$ cat config.mk
export PLATFORM = sky130hd
export DESIGN_NAME = vscale_htif_tohost_monitor_flat
export DESIGN_NICKNAME = d
export VERILOG_FILES = /design/src/rtl/vscale_htif_pkg.sv /design/src/rtl/vscale_htif_tohost_monitor_if.sv /design/src/rtl/vscale_rr_next_hart.sv /design/src/rtl/vscale_htif_tohost_monitor.sv /design/src/flat_wrapper.sv
export SDC_FILE = /design/constraint.sdc
export NUM_CORES = 1
export LEC_CHECK = 0
export CORE_MARGIN = 1.5
export CORE_UTILIZATION = 44
export CTS_CLUSTER_SIZE = 12
export DETAILED_ROUTE_END_ITERATION = 7
export GPL_TIMING_DRIVEN = 1
export HOLD_SLACK_MARGIN = 0.03
export PLACE_DENSITY_LB_ADDON = 0.1
export SLEW_MARGIN = 10
export SYNTH_ARGS = -nofsm -noshare
export SYNTH_HDL_FRONTEND = slang
export SYNTH_SLANG_ARGS = --single-unit
$ cat constraint.sdc
create_clock -name clk -period 4.49 [get_ports clk]
set_input_delay 0.898 -clock clk [delete_from_list [all_inputs] [get_ports clk]]
set_output_delay 0.898 -clock clk [all_outputs]
set_load 0.01 [all_outputs]
$ cat src/rtl/vscale_htif_pkg.sv
// Shared definitions for the HTIF tohost monitor: FSM encoding, CSR address and PCR constants.
package vscale_htif_pkg;

  localparam logic [11:0] CSR_ADDR_TO_HOST    = 12'h780;
  localparam logic [11:0] TOHOST_ADDR_DEFAULT = CSR_ADDR_TO_HOST;
  localparam int unsigned HTIF_PCR_WIDTH      = 64;
  localparam int unsigned PASS_VALUE          = 1;

  typedef enum logic [2:0] {
    StIdle,
    StRdReq,
    StRdResp,
    StWrReq,
    StWrResp,
    StDone
  } state_e;

  // Hart index width; never narrower than one bit so a single hart still has a port.
  function automatic int unsigned hart_width(int unsigned num_harts);
    return (num_harts > 1) ? $clog2(num_harts) : 1;
  endfunction

endpackage

$ cat src/rtl/vscale_htif_tohost_monitor_if.sv
// HTIF PCR request/response channel; the monitor is the master, the core side the slave.
interface vscale_htif_tohost_monitor_if
  import vscale_htif_pkg::*;
#(
  parameter int unsigned PCR_WIDTH  = HTIF_PCR_WIDTH,
  parameter int unsigned ADDR_WIDTH = 12,
  parameter int unsigned HW         = 1
);

  logic                  htif_pcr_req_valid;
  logic                  htif_pcr_req_ready;
  logic                  htif_pcr_req_rw;
  logic [ADDR_WIDTH-1:0] htif_pcr_req_addr;
  logic [PCR_WIDTH-1:0]  htif_pcr_req_data;
  logic [HW-1:0]         htif_pcr_req_hart;
  logic                  htif_pcr_resp_valid;
  logic                  htif_pcr_resp_ready;
  logic [PCR_WIDTH-1:0]  htif_pcr_resp_data;

  modport master (
    output htif_pcr_req_valid, htif_pcr_req_rw, htif_pcr_req_addr, htif_pcr_req_data,
    output htif_pcr_req_hart, htif_pcr_resp_ready,
    input  htif_pcr_req_ready, htif_pcr_resp_valid, htif_pcr_resp_data
  );

  modport slave (
    input  htif_pcr_req_valid, htif_pcr_req_rw, htif_pcr_req_addr, htif_pcr_req_data,
    input  htif_pcr_req_hart, htif_pcr_resp_ready,
    output htif_pcr_req_ready, htif_pcr_resp_valid, htif_pcr_resp_data
  );

endinterface

$ cat src/rtl/vscale_rr_next_hart.sv
// Picks the next hart after cur_hart (modulo NUM_HARTS) whose pass flag is still clear.
module vscale_rr_next_hart #(
  parameter int unsigned NUM_HARTS = 1,
  parameter int unsigned HW        = 1
) (
  input  logic [HW-1:0]        cur_hart,
  input  logic [NUM_HARTS-1:0] hart_passed,
  output logic [HW-1:0]        next_hart
);

  if (NUM_HARTS == 1) begin : gen_single
    logic unused;
    assign unused    = ^{cur_hart, hart_passed};
    assign next_hart = '0;
  end else begin : gen_multi
    logic [HW-1:0] cand;
    // Scan farthest offset first so the nearest unpassed hart is the last one written.
    always_comb begin
      cand      = '0;
      next_hart = cur_hart;
      for (int k = int'(NUM_HARTS); k >= 1; k--) begin
        cand = HW'((int'(cur_hart) + k) % int'(NUM_HARTS));
        if (!hart_passed[cand]) next_hart = cand;
      end
    end
  end

endmodule

$ cat src/rtl/vscale_htif_tohost_monitor.sv
// Polls tohost on each hart over HTIF, clears non-zero values, reports pass/fail/timeout.
module vscale_htif_tohost_monitor
  import vscale_htif_pkg::*;
#(
  parameter int unsigned NUM_HARTS                = 1,
  parameter int unsigned PCR_WIDTH                = HTIF_PCR_WIDTH,
  parameter int unsigned ADDR_WIDTH               = 12,
  parameter logic [ADDR_WIDTH-1:0] TOHOST_ADDR    = ADDR_WIDTH'(TOHOST_ADDR_DEFAULT),
  parameter int unsigned CYCLE_WIDTH              = 64,
  localparam int unsigned HW                      = hart_width(NUM_HARTS)
) (
  input  logic                   clk,
  input  logic                   reset,
  input  logic                   start,
  input  logic [CYCLE_WIDTH-1:0] max_cycles,
  vscale_htif_tohost_monitor_if.master htif,
  output logic                   done,
  output logic                   pass,
  output logic                   timeout,
  output logic [PCR_WIDTH-1:0]   fail_code,
  output logic [HW-1:0]          fail_hart,
  output logic [CYCLE_WIDTH-1:0] cycle_count,
  output logic [NUM_HARTS-1:0]   hart_passed
);

  state_e                 state_q, state_d;
  logic [HW-1:0]          cur_hart_q, cur_hart_d, next_hart;
  logic [NUM_HARTS-1:0]   hart_passed_q, hart_passed_d;
  logic                   fail_q, fail_d, pass_q, pass_d, timeout_q, timeout_d;
  logic [PCR_WIDTH-1:0]   fail_code_q, fail_code_d;
  logic [HW-1:0]          fail_hart_q, fail_hart_d;
  logic [CYCLE_WIDTH-1:0] cycle_q, cycle_d;
  logic                   active;

  vscale_rr_next_hart #(
    .NUM_HARTS(NUM_HARTS),
    .HW       (HW)
  ) u_next_hart (
    .cur_hart   (cur_hart_q),
    .hart_passed(hart_passed_q),
    .next_hart  (next_hart)
  );

  assign active = (state_q == StRdReq) || (state_q == StRdResp) ||
                  (state_q == StWrReq) || (state_q == StWrResp);

  always_comb begin
    state_d       = state_q;
    cur_hart_d    = cur_hart_q;
    hart_passed_d = hart_passed_q;
    fail_d        = fail_q;
    pass_d        = pass_q;
    timeout_d     = timeout_q;
    fail_code_d   = fail_code_q;
    fail_hart_d   = fail_hart_q;
    cycle_d       = cycle_q;
    if (active && (max_cycles != '0) && (cycle_q >= max_cycles)) begin
      // Timeout wins over any handshake completing in the same cycle.
      state_d   = StDone;
      timeout_d = 1'b1;
    end else begin
      if (active && (cycle_q != {CYCLE_WIDTH{1'b1}})) cycle_d = cycle_q + 1'b1;
      unique case (state_q)
        StIdle:  if (start) state_d = StRdReq;
        StRdReq: if (htif.htif_pcr_req_ready) state_d = StRdResp;
        StRdResp: begin
          if (htif.htif_pcr_resp_valid) begin
            if (htif.htif_pcr_resp_data == '0) begin
              cur_hart_d = next_hart;
              state_d    = StRdReq;
            end else if (htif.htif_pcr_resp_data == PCR_WIDTH'(PASS_VALUE)) begin
              hart_passed_d[cur_hart_q] = 1'b1;
              state_d                   = StWrReq;
            end else begin
              fail_code_d = htif.htif_pcr_resp_data >> 1;
              fail_hart_d = cur_hart_q;
              fail_d      = 1'b1;
              state_d     = StWrReq;
            end
          end
        end
        StWrReq: if (htif.htif_pcr_req_ready) state_d = StWrResp;
        StWrResp: begin
          if (htif.htif_pcr_resp_valid) begin
            if (fail_q) begin
              state_d = StDone;
            end else if (&hart_passed_q) begin
              pass_d  = 1'b1;
              state_d = StDone;
            end else begin
              cur_hart_d = next_hart;
              state_d    = StRdReq;
            end
          end
        end
        StDone:  state_d = StDone;
        default: state_d = StIdle;
      endcase
    end
  end

  always_ff @(posedge clk) begin
    if (!reset) begin
      state_q       <= StIdle;
      cur_hart_q    <= '0;
      hart_passed_q <= '0;
      fail_q        <= 1'b0;
      pass_q        <= 1'b0;
      timeout_q     <= 1'b0;
      fail_code_q   <= '0;
      fail_hart_q   <= '0;
      cycle_q       <= '0;
    end else begin
      state_q       <= state_d;
      cur_hart_q    <= cur_hart_d;
      hart_passed_q <= hart_passed_d;
      fail_q        <= fail_d;
      pass_q        <= pass_d;
      timeout_q     <= timeout_d;
      fail_code_q   <= fail_code_d;
      fail_hart_q   <= fail_hart_d;
      cycle_q       <= cycle_d;
    end
  end

  assign htif.htif_pcr_req_valid  = (state_q == StRdReq) || (state_q == StWrReq);
  assign htif.htif_pcr_req_rw     = (state_q == StWrReq);
  assign htif.htif_pcr_req_addr   = TOHOST_ADDR;
  assign htif.htif_pcr_req_data   = '0;
  assign htif.htif_pcr_req_hart   = cur_hart_q;
  assign htif.htif_pcr_resp_ready = (state_q == StRdResp) || (state_q == StWrResp);

  assign done        = (state_q == StDone);
  assign pass        = pass_q;
  assign timeout     = timeout_q;
  assign fail_code   = fail_code_q;
  assign fail_hart   = fail_hart_q;
  assign cycle_count = cycle_q;
  assign hart_passed = hart_passed_q;

endmodule

$ cat src/flat_wrapper.sv
// flat-port wrapper written by rule: the top's interface ports become plain ports
module vscale_htif_tohost_monitor_flat import vscale_htif_pkg::*;
#(
  parameter int unsigned NUM_HARTS                = 1,
  parameter int unsigned PCR_WIDTH                = HTIF_PCR_WIDTH,
  parameter int unsigned ADDR_WIDTH               = 12,
  parameter logic [ADDR_WIDTH-1:0] TOHOST_ADDR    = ADDR_WIDTH'(TOHOST_ADDR_DEFAULT),
  parameter int unsigned CYCLE_WIDTH              = 64,
  localparam int unsigned HW                      = hart_width(NUM_HARTS)
)
  (clk, reset, start, max_cycles, done, pass, timeout, fail_code, fail_hart, cycle_count, hart_passed, htif_htif_pcr_req_valid, htif_htif_pcr_req_rw, htif_htif_pcr_req_addr, htif_htif_pcr_req_data, htif_htif_pcr_req_hart, htif_htif_pcr_resp_ready, htif_htif_pcr_req_ready, htif_htif_pcr_resp_valid, htif_htif_pcr_resp_data);
  vscale_htif_tohost_monitor_if #(.PCR_WIDTH(PCR_WIDTH), .ADDR_WIDTH(ADDR_WIDTH)) htif_i ();
  input  logic clk;
  input  logic reset;
  input  logic start;
  input  logic [CYCLE_WIDTH-1:0] max_cycles;
  output logic done;
  output logic pass;
  output logic timeout;
  output logic [PCR_WIDTH-1:0] fail_code;
  output logic [HW-1:0] fail_hart;
  output logic [CYCLE_WIDTH-1:0] cycle_count;
  output logic [NUM_HARTS-1:0] hart_passed;
  output wire logic [$bits(htif_i.htif_pcr_req_valid)-1:0] htif_htif_pcr_req_valid;
  output wire logic [$bits(htif_i.htif_pcr_req_rw)-1:0] htif_htif_pcr_req_rw;
  output wire logic [$bits(htif_i.htif_pcr_req_addr)-1:0] htif_htif_pcr_req_addr;
  output wire logic [$bits(htif_i.htif_pcr_req_data)-1:0] htif_htif_pcr_req_data;
  output wire logic [$bits(htif_i.htif_pcr_req_hart)-1:0] htif_htif_pcr_req_hart;
  output wire logic [$bits(htif_i.htif_pcr_resp_ready)-1:0] htif_htif_pcr_resp_ready;
  input wire logic [$bits(htif_i.htif_pcr_req_ready)-1:0] htif_htif_pcr_req_ready;
  input wire logic [$bits(htif_i.htif_pcr_resp_valid)-1:0] htif_htif_pcr_resp_valid;
  input wire logic [$bits(htif_i.htif_pcr_resp_data)-1:0] htif_htif_pcr_resp_data;
  assign htif_htif_pcr_req_valid = htif_i.htif_pcr_req_valid;
  assign htif_htif_pcr_req_rw = htif_i.htif_pcr_req_rw;
  assign htif_htif_pcr_req_addr = htif_i.htif_pcr_req_addr;
  assign htif_htif_pcr_req_data = htif_i.htif_pcr_req_data;
  assign htif_htif_pcr_req_hart = htif_i.htif_pcr_req_hart;
  assign htif_htif_pcr_resp_ready = htif_i.htif_pcr_resp_ready;
  assign htif_i.htif_pcr_req_ready = htif_htif_pcr_req_ready;
  assign htif_i.htif_pcr_resp_valid = htif_htif_pcr_resp_valid;
  assign htif_i.htif_pcr_resp_data = htif_htif_pcr_resp_data;
  vscale_htif_tohost_monitor #(.NUM_HARTS(NUM_HARTS), .PCR_WIDTH(PCR_WIDTH), .ADDR_WIDTH(ADDR_WIDTH), .TOHOST_ADDR(TOHOST_ADDR), .CYCLE_WIDTH(CYCLE_WIDTH)) u_core (.clk(clk), .reset(reset), .start(start), .max_cycles(max_cycles), .htif(htif_i), .done(done), .pass(pass), .timeout(timeout), .fail_code(fail_code), .fail_hart(fail_hart), .cycle_count(cycle_count), .hart_passed(hart_passed));
endmodule
== Word level (Yosys, flattened, before mapping) ==
Cells that the tools add are included.

* Register bits: 136

* Magnitude comparators: 3
* Bitwise logic cells: 6
* Add/sub/neg operators: 1
* Equality and inequality tests: 20
* Mux-type cells: 17
* Reduce and logical (&&, ||, !) cells: 21

{| class="wikitable"
|+ Operators by type and width
! operator !! count
|-
| adder 64 x 1 -> 64 bit (second input constant) || 1
|-
| equality test 64 x 1 -> 1 bit (second input constant) || 1
|-
| >= comparator 64 bit || 1
|-
| logical NOT 64 bit || 1
|-
| inequality test 64 bit (second input constant) || 1
|-
| nonzero test 64 bit || 1
|-
| AND reduction 5 bit || 5
|-
| two-way mux 3 bit || 8
|-
| case mux 3 bit (6 select lines) || 1
|-
| inequality test 2 bit (second input constant) || 7
|-
| inequality test 3 bit (second input constant) || 3
|-
| AND reduction 7 bit || 1
|-
| equality test 3 x 2 -> 1 bit (second input constant) || 2
|-
| equality test 3 bit (second input constant) || 2
|-
| two-way mux 1 bit || 6
|-
| logical OR 1 bit || 5
|-
| NOT 1 bit || 5
|-
| logical AND 1 bit || 4
|-
| equality test 3 x 1 -> 1 bit (second input constant) || 1
|-
| logical NOT 3 bit || 1
|-
| inequality test 3 x 1 -> 1 bit (second input constant) || 1
|-
| inequality test 3 x 2 -> 1 bit (second input constant) || 1
|-
| two-way mux 2 bit || 1
|-
| inequality test 2 x 1 -> 1 bit (second input constant) || 1
|-
| 7 further kinds || 7
|}

== Logic depth before layout (Yosys ltp) ==
Gate-level depths: netlist (run 1).

* Depth after elaboration: 8
* Mapped depth: 13
* Depth with buffers taken out: 11

== Modules after synthesis ==
From an unflattened synthesis (run 1), not the netlist that was laid out.

* Cells, all modules: 1131
* Area total of the unflattened synthesis: 8949.8 um2

{| class="wikitable"
|+ Modules (own cells, without submodules)
! module !! cells each !! area each (um2) !! times used
|-
| vscale_htif_tohost_monitor || 1129 || 8938.6 || 1
|-
| vscale_rr_next_hart || 2 || 11.3 || 1
|}

== Worst setup path after synthesis (run 1) ==
No wires, ideal clock.

* Path kind: input -> register
* From: input port max_cycles[51]
* To: register u_core.fail_code_q[10], in the netlist u_core.fail_code[10]
* Stages on the path: 13
* Arrival time: 3369 ps
* Setup slack: 994 ps
* Cell sequence: inv_1 ha_1 a21oi_1 o21ai_1 a221oi_1 o21ai_0 a2111oi_0 a21oi_1 nor4_1 buf_2 buf_2 mux2i_1 nor2_1

* Word-level cells in the longest chain between the ends: 5
* Elaborated cells between the ends (all ways): 6
* Those cells by class: 1 x order compare; 1 x bitwise; 4 x reduce/logical

{| class="wikitable"
|+ RTL lines
! element !! RTL line !! RTL
|-
| start: declaration || flat_wrapper.sv:16 || <nowiki>input logic [CYCLE_WIDTH-1:0] max_cycles;</nowiki>
|-
| branches (longest 2 deep; another with >= comparator 64 bit) || - ||
|-
| logical AND 1 bit * || vscale_htif_tohost_monitor.sv:57 || <nowiki>if (active && (max_cycles != '0) && (cycle_q >= max_cycles)) begin</nowiki>
|-
| NOT 1 bit (no source line) * || - ||
|-
| AND reduction 5 bit (no source line) * || - ||
|-
| end signal: assignment || vscale_htif_tohost_monitor.sv:120 || <nowiki>fail_code_q <= fail_code_d;</nowiki>
|-
| end: declaration || vscale_htif_tohost_monitor.sv:30 || <nowiki>logic [PCR_WIDTH-1:0] fail_code_q, fail_code_d;</nowiki>
|}

Every way passes the cells marked *.
A chain may end at the register's enable or synchronous reset.

== Worst setup path after layout (run 1) ==
* From: input port max_cycles[27]
* To: register u_core.cycle_q[32], in the netlist u_core.cycle_count[32]

* Word-level cells in the longest chain between the ends: 5
* Elaborated cells between the ends (all ways): 6
* Those cells by class: 1 x order compare; 1 x bitwise; 4 x reduce/logical

{| class="wikitable"
|+ RTL lines
! element !! RTL line !! RTL
|-
| branches (longest 2 deep; another with >= comparator 64 bit) || - ||
|-
| logical AND 1 bit * || vscale_htif_tohost_monitor.sv:57 ||
|-
| NOT 1 bit (no source line) * || - ||
|-
| AND reduction 2 bit (no source line) * || - ||
|-
| end signal: assignment || vscale_htif_tohost_monitor.sv:122 || <nowiki>cycle_q <= cycle_d;</nowiki>
|-
| end: declaration || vscale_htif_tohost_monitor.sv:32 || <nowiki>logic [CYCLE_WIDTH-1:0] cycle_q, cycle_d;</nowiki>
|}

Marks and branches as above.

==> results by group, run 1 <==
STA
  • Slew headroom: about half
  • Period utilization: 91.6%
  • Achievable frequency: about 240 MHz
  • RSZ-0062 raised after global routing: false
  • Fin worst setup slack: around 380 ps
  • Slew of the pin with the lowest slew margin: 739 ps
  • Setup Viol. Count Final: 0
  • Final Hold Fails: 0
  • Slew Viols, Final: 0
  • Clock Skews: ~11 ps
  • Minimum clock period: around 4100 ps

Run status
  • Status: finished, violations left
  • Failing checks: design-rule violations

Clocking
  • Reg clk slew, reported paths: ~60 ps
  • Post-CTS resize count: 0
  • Skew-Pair Late Insertion Delay: 420 ps
  • CTS H-tree lvls: 4
  • Post-CTS Setup Bufs: 0
  • Total CTS buffers: 17
  • Root buf cell: clkbuf_16
  • CTS max path bufs: 2
  • CTS tree: yes
  • Hold buffers post-CTS: 0
  • Clk sinks: 134

Die
  • IO Count: 346
  • Core footprint: 18100 um2
  • # rows: roughly 50
  • Chip height: between 100 and 150 um
  • Die W: approximately 140 um
  • Starting Density: 45.2%
  • Die Area: about 19000 um2

Routing
  • 1st-pass router iterations: 7
  • DR WL/cell: about 16 um
  • Drt via density: around 5.2
  • Residual DRC: 22
  • Total number of vias: about 7800
  • DRT antenna net count: 0
  • Drt initial violations: between 400 and 500
  • Final WL: between 20000 and 25000 um

Cells and area
  • Final cell count without fillers: ~1500
  • Post-route cell area: roughly 12000 um2
  • Layout area overhead: 40.3%
  • Fin nets: around 1500
  • ANT cells: 0
  • Commonest non-fill, non-tap cell in the layout: clkdlybuf4s50_1
  • Filler instances: between 1500 and 2000
  • Most frequent cells in the layout: clkdlybuf4s50_1, dfxtp_1, nor2_1
  • Ratio of cells with drive above 1 in the final layout: a little over 5%

Power
  • Pwr per Cell Area: 289 nW/um2
  • Maximum vdd drop: roughly 0.00032 V
  • Total power: approximately 0.0033 W
  • Leakage power: ~4.6 nW

Worst setup path
  • Worst Path Required: 4810 ps
  • CP arrival: 4430 ps
  • Critical Path Sink Type: flip-flop
  • Crit path max fanout: 9
  • Setup CP Type: input port to flip-flop
  • Setup crit start kind: input port

Hold path
  • HP Class: flip-flop to flip-flop

Placed design
  • DP HPWL: about 19000 um
  • Setup WS pre-CTS: -13.4 ps
  • Dpl cells: about 1500
  • Placed Area: around 11000 um2
  • RD Place Congestion: 0.851
  • I/O Buffers: 266

Synthesis
  • Fraction of registers with async set/reset: 0%
  • Top FF cell, synth: dfxtp_1
  • Syn_area_per_cell: 8.25 um2
  • Warnings, synthesis: 0
  • Mapped cell area: approximately 8200 um2
  • Sequential-to-total area share from yosys stat: 32.7%
  • Syn Inst Count: ~1000
  • Synthesized flop and latch total: 134
  • Post-synth EDFFs: 0
  • Netlist cell types: 51

GRT
  • First-pass GRT wire length: roughly 38000 um
  • Largest net degree at the start of global routing: 60
  • Global Route Usage Sum: 24.5%
  • Vias in the first global route: around 7500
  • Initial antenna violation count: 0
  • Remaining global-route overflow: 0

Run
  • Max Cap Viol: 0
==> metrics by stage <==
stage	hold WS, ps	setup TNS [ps]	util, %
5_1_grt	512	0	63.5
2_1_floorplan	465	0	-
6_report	466	0	63.5
3_3_place_gp	452	0	60.0
3_5_place_dp	461	-25.4	60.0
4_1_cts	474	0	63.5
==> worst max-delay path, cell delays in order <==
cell,delay (ps)
clkdlybuf4s50_1,480
inv_1,50
ha_1,320
a21oi_1,130
o21ai_0,90
a221oi_1,300
a21oi_1,200
a2111oi_0,430
buf_4,190
a21oi_4,90
buf_4,200
nor4_2,620
a21boi_0,210
o21a_1,210
==> per-layer routing <==
metal | up-vias | part of all wire [%] | wire, um | track usage (%)
met4 | 0 | 1.9 | 449 | 8.64
met3 | 29 | 8.4 | 2030 | 8.05
met1 | 3624 | 41 | 10000 | 28.6
met5 | - | 0 | 0 | 0
li1 | 3859 | - | - | -
met2 | 266 | 48 | 11600 | 42.2
==> kinds of logic (layout without fill, tap and decap cells) <==
logic type / Yosys count / in the layout / share of synthesized area, %
buf+inv: 194 / 397 / 12.8
other cells: 2 / 79 / 0.0915
flops: 134 / 134 / 32.7
xor+xnor: 35 / 35 / 3.74
simple gates: 390 / 390 / 24.4
mux: 74 / 74 / 9.04
fa+ha+maj: 65 / 65 / 9.91
compound gates: 101 / 101 / 7.32
==> area by class of cell <==
class	instances	area, um2	area share, %
flip-flops and latches	134	2680	23.3
multi-input cells	744	4780	41.5
inverters	79	298	2.59
clock buffers	21	470	4.09
repair buffers	286	2850	24.8
clock inverters	11	149	1.29
well taps	229	287	2.49
==> flip-flops by register name, indices dropped and copies added (netlist names) <==
signal	flops
u_core.cycle_count	64
u_core.fail_code	63
u_core.state_q	3
u_core.fail_q	1
u_core.hart_passed	1
u_core.pass	1
u_core.timeout	1
==> cells in the mapped netlist (33+ instances only) <==
cell type  instances  area, um2
nand2_1           52        195
dfxtp_1          134       2680
nand4_1           35        219
buf_4             82        616
nor2_1           125        469
inv_1             79        297
xnor2_1           35        307
mux2i_1           73        731
ha_1              65        813
nor4_1            51        319
nand3_1           33        165
a21oi_1           42        210
==> power by group <==
group          total (W)  internal (W)  switching, W
Clock            0.00145      0.000918      0.000535
Combinational   0.000611      0.000295      0.000316
Sequential       0.00126       0.00123     0.0000339
Total            0.00332       0.00244      0.000885
==> final timing paths <==
path,from,cells past startpoint,slack (ps),endpoint
worst max-delay path,max_cycles[27],14,380,u_core.cycle_count[32]$_SDFFE_PN0P_
worst min-delay path,u_core.timeout$_SDFFE_PN0P_,2,470,u_core.timeout$_SDFFE_PN0P_
worst max register to register,u_core.cycle_count[27]$_SDFFE_PN0P_,12,970,u_core.cycle_count[32]$_SDFFE_PN0P_
worst min register to register,u_core.timeout$_SDFFE_PN0P_,2,470,u_core.timeout$_SDFFE_PN0P_
(Power assumes the default switching activity.)
==> run 2: changes to the inputs <==
--- a/config.mk
+++ b/config.mk
@@ -5,8 +5,10 @@
 export SDC_FILE = /design/constraint.sdc
 export NUM_CORES = 1
 export LEC_CHECK = 0
+export CELL_PAD_IN_SITES_DETAIL_PLACEMENT = 0
+export CELL_PAD_IN_SITES_GLOBAL_PLACEMENT = 2
 export CORE_MARGIN = 1.5
-export CORE_UTILIZATION = 44
+export CORE_UTILIZATION = 24
 export CTS_CLUSTER_SIZE = 12
 export DETAILED_ROUTE_END_ITERATION = 7
 export GPL_TIMING_DRIVEN = 1
==> results by group, run 2 (synthesis gave the netlist of run 1 again) <==
Run status
  • Status: finished clean

Worst setup path
  • CP max-delay cell: clkdlybuf4s50_1
  • Setup CP Type: input port to flip-flop
  • Depth of the most critical reg-to-reg path: 10 (-2)
  • Number of buffers and inverters on the critical path: 5 (+1)
  • Critical Path Sink Type: flip-flop
  • Crit path max fanout: 32 (+23)
  • Setup crit start kind: input port
  • Crit path max-delay family: buffers and inverters
  • Max incr delay on CP: 500 ps (-120 ps)
  • CP arrival: 4390 ps (-40 ps)
  • R2R Setup Slk: 1000 ps (+30 ps)
  • Cell depth of the worst setup path: 15 (+1)
  • Worst Path Required: 4780 ps (-30 ps)
  • Critical-path cell list: clkdlybuf4s50_1 > inv_1 > ha_1 > a21oi_1 > nor2_1 > a211oi_1 > o21ai_0 > a2111oi_0 > buf_4 > a21oi_4 > buf_12 > nor4_4 > buf_12 > mux2i_1 > nor2_1

STA
  • RSZ-0062 raised after global routing: false
  • Final Hold Fails: 0 (unchanged)
  • Clock Skews: 17.7 ps (+6.85 ps)
  • Period utilization: 91.2% (-0.47 points)
  • Minimum clock period: 4090 ps (-21.2 ps)
  • Setup Viol. Count Final: 0 (unchanged)
  • Slew of the pin with the lowest slew margin: 716 ps (-22.7 ps)
  • Slew Viols, Final: 0 (unchanged)
  • Slew headroom: 52.1% (+1.8 points)
  • Worst hold slack: 476 ps (+10.3 ps)
  • Setup TNS: 0 ps (unchanged)
  • Achievable frequency: 244 MHz (+0.52%)

Die
  • Die W: 188 um (+35%)
  • Chip height: 188 um (+35%)
  • IO Count: 346 (unchanged)
  • # rows: 67 (+37%)
  • Core footprint: 33600 um2 (+85%)
  • Die Area: 35300 um2 (+81%)
  • Starting Density: 24.4% (-21 points)

Clocking
  • Clk sinks: 134 (unchanged)
  • Skew-Pair Late Insertion Delay: 430 ps (about the same)
  • CTS tree: yes
  • Root buf cell: clkbuf_16
  • Hold buffers post-CTS: 0 (unchanged)
  • Total CTS buffers: 17 (unchanged)
  • Reg clk slew, reported paths: 60 ps (about the same)
  • CTS H-tree lvls: 4 (unchanged)
  • CTS max path bufs: 2 (unchanged)

Placed design
  • Placed Area: 11400 um2 (+4.6%)
  • I/O Buffers: 266 (unchanged)
  • RD Place Congestion: 0.773 (-9.2%)
  • Dpl cells: 1720 (+17%)
  • DP HPWL: 23200 um (+25%)

Cells and area
  • Layout area overhead: 46.3%
  • Commonest non-fill, non-tap cell in the layout: clkdlybuf4s50_1
  • ANT cells: 0 (unchanged)
  • Max reg flops: 64 (unchanged)
  • Filler instances: 3554 (+120%)
  • Ratio of cells with drive above 1 in the final layout: 7.36% (+2.2 points)
  • Most frequent cells in the layout: clkdlybuf4s50_1, dfxtp_1, nor2_1
  • Final cell count without fillers: 1752 (+16%)
  • Post-route cell area: 12000 um2 (+4.2%)
  • Fin nets: 1489 (+2.0%)

Routing
  • 1st-pass router iterations: 4 (-3)
  • Drt via density: 4.41 (-15%)
  • DRT antenna net count: 0 (unchanged)
  • Final WL: 29400 um (+22%)
  • Residual DRC: 0 (-100%)
  • DR WL/cell: 16.8 um (+4.6%)
  • Drt initial violations: 284 (-36%)
  • Total number of vias: 7725 (-0.68%)

Power
  • Leakage power: 4.76 nW (+3.1%)
  • Total power: 0.00335 W (+0.68%)
  • Maximum vdd drop: 0.000204 V (-36%)
  • Pwr per Cell Area: 279 nW/um2 (-3.4%)

Hold path
  • HP Class: flip-flop to flip-flop
  • Hold path cells: 2 (unchanged)

Run
  • Max Cap Viol: 0 (unchanged)

GRT
  • Global Route Usage Sum: 16.6% (-7.9 points)
  • Largest net degree at the start of global routing: 90 (+50%)
  • Initial antenna violation count: 0 (unchanged)
  • Remaining global-route overflow: 0 (unchanged)
  • First-pass GRT wire length: 45400 um (+18%)
  • Vias in the first global route: 7796 (+4.6%)
[run 2: report_power, final]
part	internal (W)	leakage [nW]	switching (W)
sequential	0.00122	1.08	0.0000283
combinational	0.000309	3.39	0.000346
clock	0.000791	0.284	0.000648
total	0.00232	4.76	0.00102
[run 2: what timing repair did]
action                                  4_1_cts  5_1_grt
buffers inserted                              0        0
endpoints found under the setup margin        0       61
gates resized for setup                       0        2
endpoints found under the hold margin         0        0
[run 2: path summary, 6_finish.rpt]
path                                        endpoint                                 from
setup / recovery    u_core.fail_code[5]$_SDFFE_PN0P_                       max_cycles[57]
setup reg to reg  u_core.cycle_count[6]$_SDFFE_PN0P_  u_core.cycle_count[11]$_SDFFE_PN0P_
hold reg to reg          u_core.timeout$_SDFFE_PN0P_          u_core.timeout$_SDFFE_PN0P_
hold / removal           u_core.timeout$_SDFFE_PN0P_          u_core.timeout$_SDFFE_PN0P_
[run 2: worst min-delay path: cells and delay by family (launching register included)]
kind          cells  cell delay (ps)
flops             1              330
simple gates      2              110
[run 2: per-layer routing]
layer  vias up  wire, um  part of all wire [%]  global-route usage (%)
li1       3918         -                     -                       -
met1      3580     12500                    42                    19.5
met4         0       233                  0.79                    3.29
met5         -         0                     0                       0
met3        16      2200                   7.5                    5.91
met2       211     14500                    49                    29.0
[run 2: area by class of cell]
class	instances	area [um2]	share of cell area (%)
clock buffers	17	425	3.54
clock inverters	15	160	1.33
inverters	79	299	2.49
multi-input cells	744	4800	40.0
flip-flops and latches	134	2680	22.3
well taps	448	561	4.67
repair buffers	315	3080	25.7
[run 2: through the flow]
stage / util (%) / setup WS, ps
2_1_floorplan: - / 994
3_3_place_gp: 33.9 / -329
3_5_place_dp: 33.9 / -283
4_1_cts: 35.7 / 145
5_1_grt: 35.7 / 73.7
6_report: 35.7 / 396
==> run 3: changes to the inputs <==
--- a/config.mk
+++ b/config.mk
@@ -8,12 +8,13 @@
 export CELL_PAD_IN_SITES_DETAIL_PLACEMENT = 0
 export CELL_PAD_IN_SITES_GLOBAL_PLACEMENT = 2
 export CORE_MARGIN = 1.5
-export CORE_UTILIZATION = 24
+export CORE_UTILIZATION = 35
 export CTS_CLUSTER_SIZE = 12
 export DETAILED_ROUTE_END_ITERATION = 7
+export DONT_BUFFER_PORTS = 1
 export GPL_TIMING_DRIVEN = 1
 export HOLD_SLACK_MARGIN = 0.03
-export PLACE_DENSITY_LB_ADDON = 0.1
+export PLACE_DENSITY_LB_ADDON = 0.2
 export SLEW_MARGIN = 10
 export SYNTH_ARGS = -nofsm -noshare
 export SYNTH_HDL_FRONTEND = slang
==> results by group, run 3 (synthesis gave the netlist of run 1 again) <==
Cells and area
  • Post-route cell area: 8900 um2 (-26%)
  • Commonest non-fill, non-tap cell in the layout: dfxtp_1
  • Max reg flops: 64 (unchanged)
  • Core Util, Final: 39.0% (+3.2 points)
  • Filler instances: 2441 (-31%)
  • Ratio of cells with drive above 1 in the final layout: 6.45% (-0.91 points)
  • Most frequent cells in the layout: dfxtp_1, nor2_1, conb_1
  • Layout area overhead: 8.46%
  • ANT cells: 0 (unchanged)
  • Fin nets: 1192 (-20%)

Routing
  • Drt via density: 5.08 (+15%)
  • DRT antenna net count: 0 (unchanged)
  • Drt initial violations: 289 (+1.8%)
  • Residual DRC: 0 (unchanged)
  • DR WL/cell: 18.5 um (+10%)
  • 1st-pass router iterations: 5 (+1)
  • Total number of vias: 6703 (-13%)
  • Final WL: 24400 um (-17%)

Clocking
  • Root buf cell: clkbuf_16
  • Skew-Pair Late Insertion Delay: 430 ps (about the same)
  • Total CTS buffers: 17 (unchanged)
  • Clk sinks: 134 (unchanged)
  • Reg clk slew, reported paths: 80 ps (+20 ps)
  • Post-CTS resize count: 0 (unchanged)
  • Hold buffers post-CTS: 0 (unchanged)
  • CTS max path bufs: 2 (unchanged)
  • Post-CTS Setup Bufs: 0 (unchanged)
  • CTS H-tree lvls: 4 (unchanged)
  • CTS tree: yes

Worst setup path
  • Number of buffers and inverters on the critical path: 1 (-4)
  • R2R Setup Slk: 520 ps (-480 ps)
  • Cell mode on critical path: a21oi_1
  • Critical-path cell list: inv_1 > ha_1 > a21oi_1 > o21ai_0 > a221oi_1 > a21oi_1 > a2111oi_0 > a21oi_4 > or2_2 > nor4_1 > mux2i_1
  • Crit path max-delay family: compound AO/OA/AOI/OAI gates
  • CP max-delay cell: a2111oi_0
  • CP arrival: 4340 ps (-50 ps)
  • Worst Path Required: 4840 ps (+60 ps)
  • Critical Path Sink Type: flip-flop
  • Crit path max fanout: 32 (unchanged)
  • Max incr delay on CP: 690 ps (+190 ps)
  • Worst r2r src: u_core.cycle_count[29]$_SDFFE_PN0P_
  • Setup CP Type: input port to flip-flop
  • Depth of the most critical reg-to-reg path: 10 (unchanged)
  • FF-to-FF End: u_core.cycle_count[51]$_SDFFE_PN0P_
  • Setup crit start kind: input port

Placed design
  • Placed Area: 8300 um2 (-27%)
  • RD Place Congestion: 0.741 (-4.1%)
  • I/O Buffers: 0 (-100%)
  • DP HPWL: 18900 um (-19%)

Die
  • Core footprint: 22800 um2 (-32%)
  • Starting Density: 35.9% (+12 points)
  • IO Count: 346 (unchanged)
  • # rows: 55 (-18%)
  • Die Area: 24400 um2 (-31%)
  • Die W: 156 um (-17%)
  • Chip height: 156 um (-17%)

Power
  • Maximum vdd drop: 0.000228 V (+12%)
  • Switching Share: 30.6% (+0.090 points)
  • Leakage power: 3.63 nW (-24%)
  • Total power: 0.00309 W (-7.5%)
  • Clock power frac: 46.6% (+3.6 points)
  • Switching pwr: 0.000948 W (-7.3%)
  • Pwr per Cell Area: 348 nW/um2 (+25%)
  • Seq pwr share: 41.3% (+3.9 points)
  • Cell Int Power: 0.00215 W (-7.6%)
  • Combinational group share of total power: 12.1% (-7.5 points)

STA
  • Minimum clock period: 3990 ps (-107 ps)
  • Period utilization: 88.8% (-2.4 points)
  • Slew of the pin with the lowest slew margin: 919 ps (+203 ps)
  • Slew Viols, Final: 0 (unchanged)
  • RSZ-0062 raised after global routing: false
  • Setup Viol. Count Final: 0 (unchanged)
  • Clock Skews: 19.0 ps (+1.24 ps)
  • Final Hold Fails: 0 (unchanged)
  • Slew headroom: 38.1% (-14 points)
  • Achievable frequency: 251 MHz (+2.7%)
  • Setup TNS: 0 ps (unchanged)
  • Worst hold slack: 509 ps (+33.4 ps)

Hold path
  • HP Start: u_core.fail_q$_SDFFE_PN0P_
  • HP Class: flip-flop to flip-flop
  • Hold Path Sink: u_core.fail_q$_SDFFE_PN0P_
  • Hold path cells: 2 (unchanged)

GRT
  • Initial antenna violation count: 0 (unchanged)
  • Global Route Usage Sum: 19.6% (+3.0 points)
  • Remaining global-route overflow: 0 (unchanged)
  • Vias in the first global route: 6510 (-16%)
  • Largest net degree at the start of global routing: 65 (-28%)
  • First-pass GRT wire length: 36800 um (-19%)

Run
  • Max Cap Viol: 0 (unchanged)

Run status
  • Status: finished clean
## run 3: per-layer routing
layer  share of wire, %  global-route usage [%]
met1                 41                    23.3
met3                8.9                    6.75
met4                1.1                    4.94
met5                  0                       0
met2                 49                    33.8
## run 3: worst min-delay path, stage by stage, from the launching register on
cell and delay, ps:
dfxtp_1 350, nor2_1 60, nor2_1 70
## run 3: layout make-up
class / count / area [um2] / share of cell area, %
well taps: 313 / 392 / 4.40
flip-flops and latches: 134 / 2680 / 30.1
inverters: 79 / 298 / 3.35
repair buffers: 18 / 148 / 1.66
clock inverters: 15 / 176 / 1.98
multi-input cells: 744 / 4780 / 53.7
clock buffers: 17 / 425 / 4.78
## run 3: worst max path at each step
stage | startpoint | end | slack (ps) | depth (start not counted)
floorplan | max_cycles[51] | u_core.fail_code[10]$_SDFFE_PN0P_ | 990 | 13
global placement | max_cycles[27] | u_core.cycle_count[51]$_SDFFE_PN0P_ | 9 | 11
detailed placement | max_cycles[27] | u_core.cycle_count[51]$_SDFFE_PN0P_ | 8 | 11
finish | max_cycles[27] | u_core.cycle_count[51]$_SDFFE_PN0P_ | 500 | 11
CTS | u_core.cycle_count[28]$_SDFFE_PN0P_ | u_core.cycle_count[51]$_SDFFE_PN0P_ | 430 | 10
global route | u_core.cycle_count[27]$_SDFFE_PN0P_ | u_core.cycle_count[51]$_SDFFE_PN0P_ | 180 | 10
## run 3: per-stage QoR
stage	std cells	worst slack, ps
3_3_place_gp	1288	8.69
4_1_cts	1320	428
5_1_grt	1320	182
2_1_floorplan	1072	994
6_report	1320	503
3_5_place_dp	1288	8.03
## run 3: power by group through the flow
stage / sequential, W / combinational (W) / clock, W
after floorplan: 0.00129 / 0.000344 / 0
after global placement: 0.00131 / 0.000374 / 0
after global routing: 0.00129 / 0.000420 / 0.00153
after CTS: 0.00128 / 0.000375 / 0.00148
final: 0.00128 / 0.000373 / 0.00144
after detailed placement: 0.00131 / 0.000374 / 0
